<file path="config.mk">
export PLATFORM = sky130hd
export DESIGN_NAME = trace_cmd_dispatcher
export DESIGN_NICKNAME = d
export VERILOG_FILES = /design/src/rtl/trace_cmd_dispatcher.sv
export SDC_FILE = /design/constraint.sdc
export NUM_CORES = 1
export LEC_CHECK = 0
export CAP_MARGIN = 25
export CORE_UTILIZATION = 52
export DETAILED_ROUTE_END_ITERATION = 10
export PLACE_DENSITY = 0.72
export SYNTH_ARGS = -nofsm -noshare
export SYNTH_HDL_FRONTEND = slang
export SYNTH_SLANG_ARGS = --single-unit
</file>
<file path="constraint.sdc">
create_clock -name clk -period 5.25 [get_ports clk]
set_input_delay 0.7875 -clock clk [delete_from_list [all_inputs] [get_ports clk]]
set_output_delay 0.7875 -clock clk [all_outputs]
set_load 0.005 [all_outputs]
</file>
<file path="src/rtl/trace_cmd_dispatcher.sv">
// Trace record dispatcher: validates commands, buffers them in a FIFO and issues decoded requests,
// stalling after CLR/PRINT until cache_done. Optional statistics via TRACE_DISPATCH_STATS_EN.
module trace_cmd_dispatcher #(
    parameter int unsigned ADDR_W      = 32,
    parameter int unsigned OFFSET_BITS = 6,
    parameter int unsigned INDEX_BITS  = 14,
    parameter int unsigned FIFO_DEPTH  = 8,
    parameter int unsigned CNT_W       = 32
) (
    input  logic                                      clk,
    input  logic                                      rst,
    input  logic                                      in_valid,
    output logic                                      in_ready,
    input  logic [3:0]                                in_cmd,
    input  logic [ADDR_W-1:0]                         in_addr,
    output logic                                      out_valid,
    input  logic                                      out_ready,
    output logic [3:0]                                out_cmd,
    output logic [ADDR_W-1:0]                         out_addr,
    output logic [ADDR_W-INDEX_BITS-OFFSET_BITS-1:0]  out_tag,
    output logic [INDEX_BITS-1:0]                     out_index,
    output logic [OFFSET_BITS-1:0]                    out_offset,
    output logic                                      out_icache,
    input  logic                                      cache_done,
    output logic                                      bad_cmd,
    output logic [$clog2(FIFO_DEPTH):0]               fifo_level
`ifdef TRACE_DISPATCH_STATS_EN
    ,
    output logic [CNT_W-1:0]                          rd_cnt,
    output logic [CNT_W-1:0]                          wr_cnt,
    output logic [CNT_W-1:0]                          if_cnt,
    output logic [CNT_W-1:0]                          other_cnt,
    output logic [CNT_W-1:0]                          bad_cnt
`endif
);

    localparam int unsigned PTR_W = $clog2(FIFO_DEPTH);
    localparam int unsigned LVL_W = PTR_W + 1;

    typedef enum logic [0:0] {StRun, StWaitDone} state_e;

    state_e            state_q;
    logic [3:0]        cmd_mem  [FIFO_DEPTH];
    logic [ADDR_W-1:0] addr_mem [FIFO_DEPTH];
    logic [PTR_W-1:0]  wr_ptr_q, rd_ptr_q;
    logic [LVL_W-1:0]  level_q;

    logic              legal, full, empty, accept, push, pop, load_en, barrier_hs;
    logic [3:0]        head_cmd;
    logic [ADDR_W-1:0] head_addr;

    always_comb begin
        legal = 1'b0;
        case (in_cmd)
            4'd0, 4'd1, 4'd2, 4'd3, 4'd4, 4'd8, 4'd9: legal = 1'b1;
            default:                                 legal = 1'b0;
        endcase
    end

    assign full       = (level_q == LVL_W'(FIFO_DEPTH));
    assign empty      = (level_q == '0);
    assign in_ready   = !full && !rst;
    assign accept     = in_valid && in_ready;
    assign push       = accept && legal;
    assign barrier_hs = out_valid && out_ready && (out_cmd == 4'd8 || out_cmd == 4'd9);
    // A barrier handshake blocks the refill so nothing follows it into the output register.
    assign load_en    = (state_q == StRun) && (!out_valid || out_ready) && !barrier_hs;
    assign pop        = load_en && !empty;
    assign head_cmd   = cmd_mem[rd_ptr_q];
    assign head_addr  = addr_mem[rd_ptr_q];
    assign fifo_level = level_q;

    always_ff @(posedge clk) begin
        if (push) begin
            cmd_mem[wr_ptr_q]  <= in_cmd;
            addr_mem[wr_ptr_q] <= in_addr;
        end
    end

    always_ff @(posedge clk) begin
        if (rst) begin
            wr_ptr_q <= '0;
            rd_ptr_q <= '0;
            level_q  <= '0;
        end else begin
            if (push) wr_ptr_q <= wr_ptr_q + PTR_W'(1);
            if (pop)  rd_ptr_q <= rd_ptr_q + PTR_W'(1);
            if (push && !pop) begin
                level_q <= level_q + LVL_W'(1);
            end else if (!push && pop) begin
                level_q <= level_q - LVL_W'(1);
            end
        end
    end

    always_ff @(posedge clk) begin
        if (rst) begin
            state_q    <= StRun;
            out_valid  <= 1'b0;
            out_cmd    <= '0;
            out_addr   <= '0;
            out_tag    <= '0;
            out_index  <= '0;
            out_offset <= '0;
            out_icache <= 1'b0;
            bad_cmd    <= 1'b0;
        end else begin
            bad_cmd <= accept && !legal;
            unique case (state_q)
                StRun:      if (barrier_hs) state_q <= StWaitDone;
                StWaitDone: if (cache_done) state_q <= StRun;
                default:    state_q <= StRun;
            endcase
            if (barrier_hs) begin
                out_valid <= 1'b0;
            end else if (load_en) begin
                out_valid <= !empty;
                if (!empty) begin
                    out_cmd    <= head_cmd;
                    out_addr   <= head_addr;
                    out_tag    <= head_addr[ADDR_W-1:INDEX_BITS+OFFSET_BITS];
                    out_index  <= head_addr[INDEX_BITS+OFFSET_BITS-1:OFFSET_BITS];
                    out_offset <= head_addr[OFFSET_BITS-1:0];
                    out_icache <= (head_cmd == 4'd2);
                end
            end
        end
    end

`ifdef TRACE_DISPATCH_STATS_EN
    logic out_hs;
    assign out_hs = out_valid && out_ready;

    always_ff @(posedge clk) begin
        if (rst) begin
            rd_cnt    <= '0;
            wr_cnt    <= '0;
            if_cnt    <= '0;
            other_cnt <= '0;
            bad_cnt   <= '0;
        end else begin
            if (out_hs && out_cmd == 4'd0 && rd_cnt != '1) rd_cnt <= rd_cnt + CNT_W'(1);
            if (out_hs && out_cmd == 4'd1 && wr_cnt != '1) wr_cnt <= wr_cnt + CNT_W'(1);
            if (out_hs && out_cmd == 4'd2 && if_cnt != '1) if_cnt <= if_cnt + CNT_W'(1);
            // Only legal codes reach the output, so anything else is 3/4/8/9.
            if (out_hs && out_cmd > 4'd2 && other_cnt != '1) begin
                other_cnt <= other_cnt + CNT_W'(1);
            end
            if (bad_cmd && bad_cnt != '1) bad_cnt <= bad_cnt + CNT_W'(1);
        end
    end
`endif

endmodule
</file>
==> results of run 1 <==
-- cell usage in the layout (no fill, tap or decap), types with 5 or more instances in the layout --
cell | netlist | layout
a211oi_1 | 36 | 36
a21oi_1 | 7 | 7
buf_4 | 38 | 15
clkbuf_1 | 11 | 9
clkbuf_16 | 0 | 36
clkdlybuf4s50_1 | 0 | 115
clkinv_1 | 0 | 7
dfxtp_1 | 53 | 50
edfxtp_1 | 288 | 288
ha_1 | 5 | 5
mux2i_1 | 40 | 40
mux4_2 | 70 | 70
nand2_1 | 9 | 9
nor2_1 | 51 | 48
-- sequential cells by signal, indices dropped and copies added (netlist names), named ones only --
register	flops
bad_cmd	1
cmd_mem	32
out_addr	32
out_cmd	4
out_icache	1
state_q	1
addr_mem	256
rd_ptr_q	3
out_valid	1
fifo_level	4
wr_ptr_q	3
-- worst reg2reg max path: cells and delay by family (launching register included) --
| family | cells | cell delay (ns) |
|---|---|---|
| DFF | 1 | 0.44 |
| AOI/OAI and AO/OA | 1 | 0.32 |
| buffers and inverters | 2 | 0.69 |
| and+or+nand+nor | 4 | 1.33 |
-- cell families (layout without fill, tap and decap cells) --
logic type                 after synthesis  count (layout)  synth area share, %
muxes                                  112             112                15.53
AOI/OAI and AO/OA                       51              51                2.820
buffers and inverters                   73             203                3.398
adders and majority gates                6               6               0.6353
xor gates and xnor gates                 6               6               0.4043
DFF                                    341             341                74.69
and+or+nand+nor                         78              78                2.522
-- how the worst min path moves through the flow --
stage                           to  cells after the start  slack, ns         from
after floorplan           register                      2       0.45  rd_ptr_q[1]
after global placement    register                      2       0.48  rd_ptr_q[1]
after detailed placement  register                      2       0.48  rd_ptr_q[1]
after CTS                 register                      2       0.49  rd_ptr_q[1]
after global routing      register                      2       0.51  rd_ptr_q[1]
final                     register                      2       0.49  rd_ptr_q[1]
-- power breakdown --
part	internal, mW	switching (mW)	total (mW)
Clock	1.40	0.980	2.38
Combinational	1.07	0.740	1.81
Sequential	3.14	0.262	3.40
-- layer usage --
layer  track usage (%)  up-vias
li1                  -     2850
met1             26.57     3227
met2             33.58      193
met3             3.455       36
met4             5.325        0
met5                 0        -
-- per-stage QoR --
stage / power, mW / setup WS (ns) / instances
floorplan: 4.605 / 0.6828 / 667
finish: 7.587 / 1.784 / 1121
global placement: 5.239 / 1.464 / 1056
CTS: 7.676 / 1.800 / 1120
detailed placement: 5.299 / 1.297 / 1056
global route: 7.937 / 1.560 / 1121
-- synth_stat cells, types with 2 or more instances --
cell type,count
mux4_2,70
buf_1,3
xnor2_1,4
o21ai_0,2
nand2b_1,4
nand3_1,3
a211oi_1,36
buf_4,38
clkbuf_1,11
mux2i_1,40
xor2_1,2
or3_1,2
inv_1,4
nand2_1,9
inv_2,2
dfxtp_1,53
nor3_1,6
a21oi_1,7
nor2_1,51
ha_1,5
edfxtp_1,288
buf_2,14
-- area by class of cell --
class | instances | area, um2
clock buffer | 47 | 962.2
inverter | 6 | 22.52
tap | 324 | 405.4
fill | 1683 | 8899
clock inverter | 17 | 160.2
sequential | 341 | 9718
timing repair buffer | 133 | 1316
multi-input combinational | 253 | 2908
==> impl_metrics.tcl, run 1 <==
set metrics [dict create \
    globalRouteTotalUtil_pct 19.78 \
    hold_ws_ns 0.4856 \
    rows 57 \
    path_max_fanout 19 \
    yosysTopAreaCellShare_pct 66.53 \
    cp_slowest_cell "nor2_4" \
    outcome "completed" \
    cts_made_buffers 35 \
    grt_pass1_wl_um 37910 \
    synth_edf_count 288 \
    worst_setup_path_end_kind "register" \
    drtIter0Drc 513 \
    max_clock_freq_ghz 0.2885 \
    antenna_found_initial 0 \
    yosysWarnings 0 \
    dr_wl_met3_um 1304 \
    maxCapViolations 0 \
    finalHoldViolCount 0 \
    htreeDepth 2 \
    cp-endpoint "addr_mem[7][1]" \
    slew_violations 0 \
    cts_num_sinks 341 \
    grt.overflow.total 0 \
    nets 817 \
    drive_above_1_share_pct 19.07 \
    highest_layer "met4" \
    syn_avg_cell_area_um2 19.49 \
    crit_family "buffers and inverters" \
    synth_ff_type "edfxtp_1" \
    wirelength_um 24320 \
    final-setup-viol-count 0 \
    clock_latency_ns 0.51 \
    seq_area_frac_synth_pct 74.69 \
    hold_path_class "reg2reg" \
    slew_headroom_pct 33.66 \
    r2r_slack_ns 2.13 \
    reg2reg_from "fifo_level[0]" \
    crit_required_ns 5.42 \
    clk_path_buf_depth 3 \
    hpwl_um 14270 \
    clkSlewWorstSetupHoldPaths_ns 0.06 \
    numPortBuffers 116 \
    vias 6306 \
    syn2layout_area_growth_pct 19.18 \
    fin_crit_sh_pct 66.02 \
    place_congestion 0.7772 \
    path_depth 8 \
    max_stage_delay_ns 0.61 \
    placeableCoreArea_um2 24390 \
    final_core_util_pct 63.52 \
    fin_crit_ns 3.466 \
    fp.dieArea_um2 25630 \
    ios 117 \
    start_util_pct 53.29 \
    ctsHoldBuffers 0 \
    drtPass1Iterations 4 \
    syn_inst 667 \
    setup_tns_ns 0 \
    post_cts_buffers 0 \
    cts_tree "built" \
    via_per_inst 5.625 \
    die_w_um 160.1 \
    rsz0062_at_grt "no" \
    synthArstFlopShare_pct 0 \
    ys_ff_latch 341 \
    arrival_ns 3.63 \
    synth_area_leaders "edfxtp_1 67%, mux4_2 12%, dfxtp_1 8.2%" \
    post_synth_num_cell_types 35 \
    dpl_cell_area_um2 14340 \
    ctsResizeCount 0 \
    n_antenna_cell 0 \
    path_class "in2reg" \
    fin_skew_ns 0.02063 \
    reg2reg_depth 7 \
    p_leak_nw 4.916 \
    die_h_um 160.1 \
    synth_area_um2 13000 \
    root_buffer "clkbuf_16" \
    crit_buf_inv 3 \
    grt_max_degree 76 \
    worstReg2RegEnd "addr_mem[7][1]" \
    wl_per_cell_um 21.70 \
    grt_pass1_vias 6555 \
    detail-route-antenna-nets 0 \
    worstPathCellList "clkdlybuf4s50_1 > o21a_1 > o22ai_1 > nand3_1 > inv_2 > nand2_1 > nor2_4 > buf_4" \
    syn_nets 714 \
    route.met2.wl_um 12320 \
    startpoint "in_cmd[1]" \
    yosys.area.top_type "edfxtp_1" \
    worstMarginPinSlew_ns 0.9876 \
    crit_path_start_kind "primary input" \
    power_density_nw_per_um2 489.7 \
    fin_area_um2 15490 \
    m1WireLength_um 10320 \
    drc 0 \
    ir_drop_mv 0.5006 \
]
Power figures use the tool's default switching activity.
==> inputs of run 2 (changes only) <==
==> constraint.sdc (replaced) <==
create_clock -name clk -period 3 [get_ports clk]
set_input_delay 0.45 -clock clk [delete_from_list [all_inputs] [get_ports clk]]
set_output_delay 0.45 -clock clk [all_outputs]
set_load 0.005 [all_outputs]
==> impl_metrics.tcl, run 2 (synthesis gave the netlist of run 1 again) <==
set metrics [dict create \
    die_w_um 160.1 \
    root_buffer "clkbuf_16" \
    syn2layout_area_growth_pct 21.20 \
    path_class "reg2reg" \
    grt_pass1_vias 6788 \
    hpwl_um 14850 \
    crit_path_frequent_cell "a21oi_1" \
    fin_skew_ns 0.01196 \
    ir_drop_mv 0.4598 \
    worst_setup_path_end_kind "register" \
    dp_cells 1077 \
    drtPass1Iterations 5 \
    wl_per_cell_um 22.08 \
    wirelength_um 25170 \
    mostFrequentLayoutCells "288 x edfxtp_1, 115 x clkdlybuf4s50_1, 70 x mux4_2" \
    maxCapViolations 0 \
    reg_top3 "addr_mem: 256 flops, cmd_mem: 32 flops, out_addr: 32 flops" \
    vias 6454 \
    placeableCoreArea_um2 24390 \
    mostFrequentLayoutCell "edfxtp_1" \
    grt_pass1_wl_um 38940 \
    start_util_pct 53.29 \
    slew_headroom_pct 48.45 \
    numPortBuffers 116 \
    ctsResizeCount 0 \
    detail-route-antenna-nets 0 \
    final-setup-viol-count 0 \
    fill_cells 1656 \
    seq_area_um2 9718 \
    outcome "completed" \
    grt.overflow.total 0 \
    max_clock_freq_ghz 0.3706 \
    path_max_fanout 5 \
    nets 836 \
    p_leak_nw 5.039 \
    final_cells 1140 \
    fp.dieArea_um2 25630 \
    cp_slowest_cell "dfxtp_1" \
    via_per_inst 5.661 \
    rsz0062_at_grt "no" \
    total_power_mw 13.44 \
    antenna_found_initial 1 \
    clock_latency_ns 0.51 \
    multi_input_area_um2 2914 \
    hold_path_class "in2reg" \
    arrival_ns 3.13 \
    ctsHoldBuffers 0 \
    crit_required_ns 3.43 \
    drive_above_1_share_pct 20.98 \
    cts_tree "built" \
    crit_path_start_kind "register" \
    worstMarginPinSlew_ns 0.7733 \
    cts_num_sinks 341 \
    clk_path_buf_depth 3 \
    rows 57 \
    drc 0 \
    crit_buf_inv 2 \
    globalRouteTotalUtil_pct 20.39 \
    place_congestion 0.7513 \
    grt_max_degree 76 \
    fin_crit_ns 2.698 \
    regMostFlops "addr_mem" \
    finalHoldViolCount 0 \
    drtIter0Drc 591 \
    post_cts_buffers 0 \
    largest_reg_flops 256 \
    ios 117 \
    crit_family "compound AO/OA/AOI/OAI gates" \
    power_density_nw_per_um2 853.3 \
    slew_violations 0 \
    cts_made_buffers 34 \
    die_h_um 160.1 \
    fin_crit_sh_pct 89.94 \
    worstPathCellList "nor3_1 > a21oi_1 > and2_4 > inv_2 > ha_1 > inv_1 > ha_1 > a21o_1 > a21oi_1 > xnor2_1 > or3_1 > a21oi_1" \
    clkSlewWorstSetupHoldPaths_ns 0.05 \
    max_stage_delay_ns 0.46 \
    htreeDepth 2 \
]
==> run 2: changes by cell type in the layout (fill, tap and decap cells not counted), sizes merged <==
| cell | previous run | this run |
|---|---|---|
| buf | 18 | 38 |
| clkbuf | 47 | 50 |
| clkinv | 14 | 8 |
| diode | 0 | 1 |
| clkinvlp | 0 | 1 |
| inv | 7 | 6 |
| bufinv | 2 | 3 |
==> run 2: where the power goes <==
| part | switching [mW] | internal, mW |
|---|---|---|
| Clock | 1.67 | 2.60 |
| Combinational | 1.42 | 1.90 |
| Sequential | 0.361 | 5.49 |
| Total | 3.45 | 10.0 |
==> run 2: layout make-up <==
class	instances	area share [%]
sequential	341	61.69
multi-input combinational	253	18.50
timing repair buffer	153	9.816
clock buffer	50	6.441
tap	324	2.573
clock inverter	12	0.8260
inverter	6	0.1430
antenna	1	0.01588
==> run 2: path summary, 6_finish.rpt <==
check             depth (start not counted)           from  slack (ns)            end
setup / recovery                         12  fifo_level[0]        0.30  fifo_level[3]
hold / removal                            4            rst        0.25        bad_cmd
setup reg to reg                         12  fifo_level[0]        0.30  fifo_level[3]
hold reg to reg                           2     out_icache        0.50     out_icache
==> run 2: metrics by stage <==
step / worst slack, ns / hold slack [ns] / utilization (%) / area, um2 / TNS, ns
after floorplan: -1.076 / 0.4541 / - / 13020 / -134.83
after global placement: 0.05793 / 0.4827 / 59.89 / 14610 / 0
after detailed placement: -0.07885 / 0.4898 / 59.89 / 14610 / -0.07885
after CTS: 0.3163 / 0.2397 / 64.58 / 15750 / 0
after global routing: 0.1579 / 0.2477 / 64.59 / 15750 / 0
final: 0.3019 / 0.2542 / 64.59 / 15750 / 0
==> run 2: worst min-delay path, stage by stage <==
cell and delay [ns]:
buf_2 0.09, a21oi_1 0.07, nand2_1 0.07, nor2_1 0.04
==> run 2: routing by layer <==
layer	track usage (%)	share of wire (%)	wire length [um]
met2	35.14	51	12920
met5	0	0	0
met3	4.156	6.7	1689
met1	25.79	39	9918
met4	7.056	2.5	639
==> edit (flow settings as in run 1) <==
`ADDR_W`: 32 -> 40.
--- a/src/rtl/trace_cmd_dispatcher.sv
+++ b/src/rtl/trace_cmd_dispatcher.sv
@@ -2,5 +2,5 @@
 // stalling after CLR/PRINT until cache_done. Optional statistics via TRACE_DISPATCH_STATS_EN.
 module trace_cmd_dispatcher #(
-    parameter int unsigned ADDR_W      = 32,
+    parameter int unsigned ADDR_W      = 40,
     parameter int unsigned OFFSET_BITS = 6,
     parameter int unsigned INDEX_BITS  = 14,
Ports: changed (resized in_addr, out_addr and out_tag); port bits go from 117 to 141. No check against the original RTL was run, so the function may have changed too.
==> edit against run 1 <==
Non-clock buffer count grew 25; routed wire length grew 21%; design area grew 21%; area after synthesis grew 22%; cell count grew 20%; critical path type unchanged; power grew 21%; via count grew 22%; fmax grew 1.9%; sequential cell count grew 72; highest routed layer is now met5; worst setup slack gained 64 ps.
==> edit: results (changes against run 1) <==
synth_mux_area_share_pct: 15.2  # -0.35 points
wl_met3_mm: 1.79  # +37%
worst_slack_ps: 1850  # +63.7 ps
place_ws_ps: 1320  # +26.4 ps
gp_congestion: 0.749  # -3.6%
top_regs: "addr_mem (320), out_addr (40), cmd_mem (32)"
crit_path_max_fanout: 9  # -10
worstReg2RegEnd: "fifo_level[3]"
grt_pass1_vias: 7876  # +20%
hpwl_mm: 16.3  # +14%
use_met2_pct: 32.0  # -1.5 points
cp_top_family: "compound AO/OA/AOI/OAI gates"
synth-adder-area-share_pct: 0.520  # -0.12 points
postSynthAreaPerCell_um2: 19.8  # +1.6%
reg2reg_depth: 12  # +5
grt_max_degree: 60  # -21%
ys_top_cells_by_count: "edfxtp_1, mux4_2, dfxtp_1, nor2_1, buf_4"
antenna_found_initial: 2  # +2
wl_per_cell_um: 21.9  # +1.1%
stdcell_count: 1345  # +20%
drive_gt1_share_pct: 20.8  # +1.8 points
synth_nets: 857  # +20%
cts_buffers: 42  # +20%
use_met1_pct: 27.6  # +0.99 points
crit_arrival_ps: 3850  # +220 ps
use_met3_pct: 3.31  # -0.15 points
status: "complete, no violations"
slowest_delay_ps: 560  # -50 ps
synth_edf_count: 352  # +22%
rrSetupSlack_ps: 2100  # -30 ps
grt_first_pass_wirelength_mm: 45.7  # +20%
finClkSkew_ps: 12.4  # -8.21 ps
fillers: 2050  # +22%
drt_first_pass_iters: 5  # +1
initialDrtViolationCount: 644  # +26%
cp_slowest_cell: "clkdlybuf4s50_1"
max_slew_margin_pct: 33.0  # -0.70 points
edit: cell type report:
cell class                      count  area (um2)  area share (%)
Sequential cell                   413       11800            63.0
Tap cell                          390         488            2.60
Clock buffer                       59        1180            6.29
Clock inverter                     19         138           0.735
Timing Repair Buffer              158        1550            8.25
Multi-Input combinational cell    302        3570            19.1
Inverter                            4        15.0          0.0801
edit: worst min-delay path by stage:
stage / cells past startpoint / start / end / slack [ps]
floorplan: 2 / rd_ptr_q[1] / flop / 450
global placement: 2 / out_cmd[3] / out_cmd[3] / 470
detailed placement: 2 / rd_ptr_q[1] / flop / 470
CTS: 2 / rd_ptr_q[1] / flop / 480
global route: 2 / out_cmd[3] / out_cmd[3] / 510
finish: 2 / rd_ptr_q[1] / flop / 480
edit: worst min-delay path, delay by kind of cell (launching register included):
kind	cells	cell delay (ps)
DFF	1	320
and+or+nand+nor	1	60
AOI/OAI and AO/OA	1	60
edit: power breakdown:
group | internal [mW] | total (mW) | switching, mW
combinational | 1.31 | 2.20 | 0.889
clock | 1.67 | 2.84 | 1.17
sequential | 3.80 | 4.17 | 0.368
total | 6.77 | 9.20 | 2.43
edit: through the flow:
| stage | utilization (%) | instance area [um2] | total power [mW] | hold WS [ps] |
|---|---|---|---|---|
| 4_1_cts | 62.7 | 18700 | 9.32 | 475 |
| 2_1_floorplan | - | 15900 | 5.68 | 454 |
| 5_1_grt | 62.7 | 18700 | 9.64 | 507 |
| 3_5_place_dp | 58.3 | 17400 | 6.46 | 465 |
| 6_report | 62.7 | 18700 | 9.20 | 481 |
| 3_3_place_gp | 58.3 | 17400 | 6.43 | 474 |
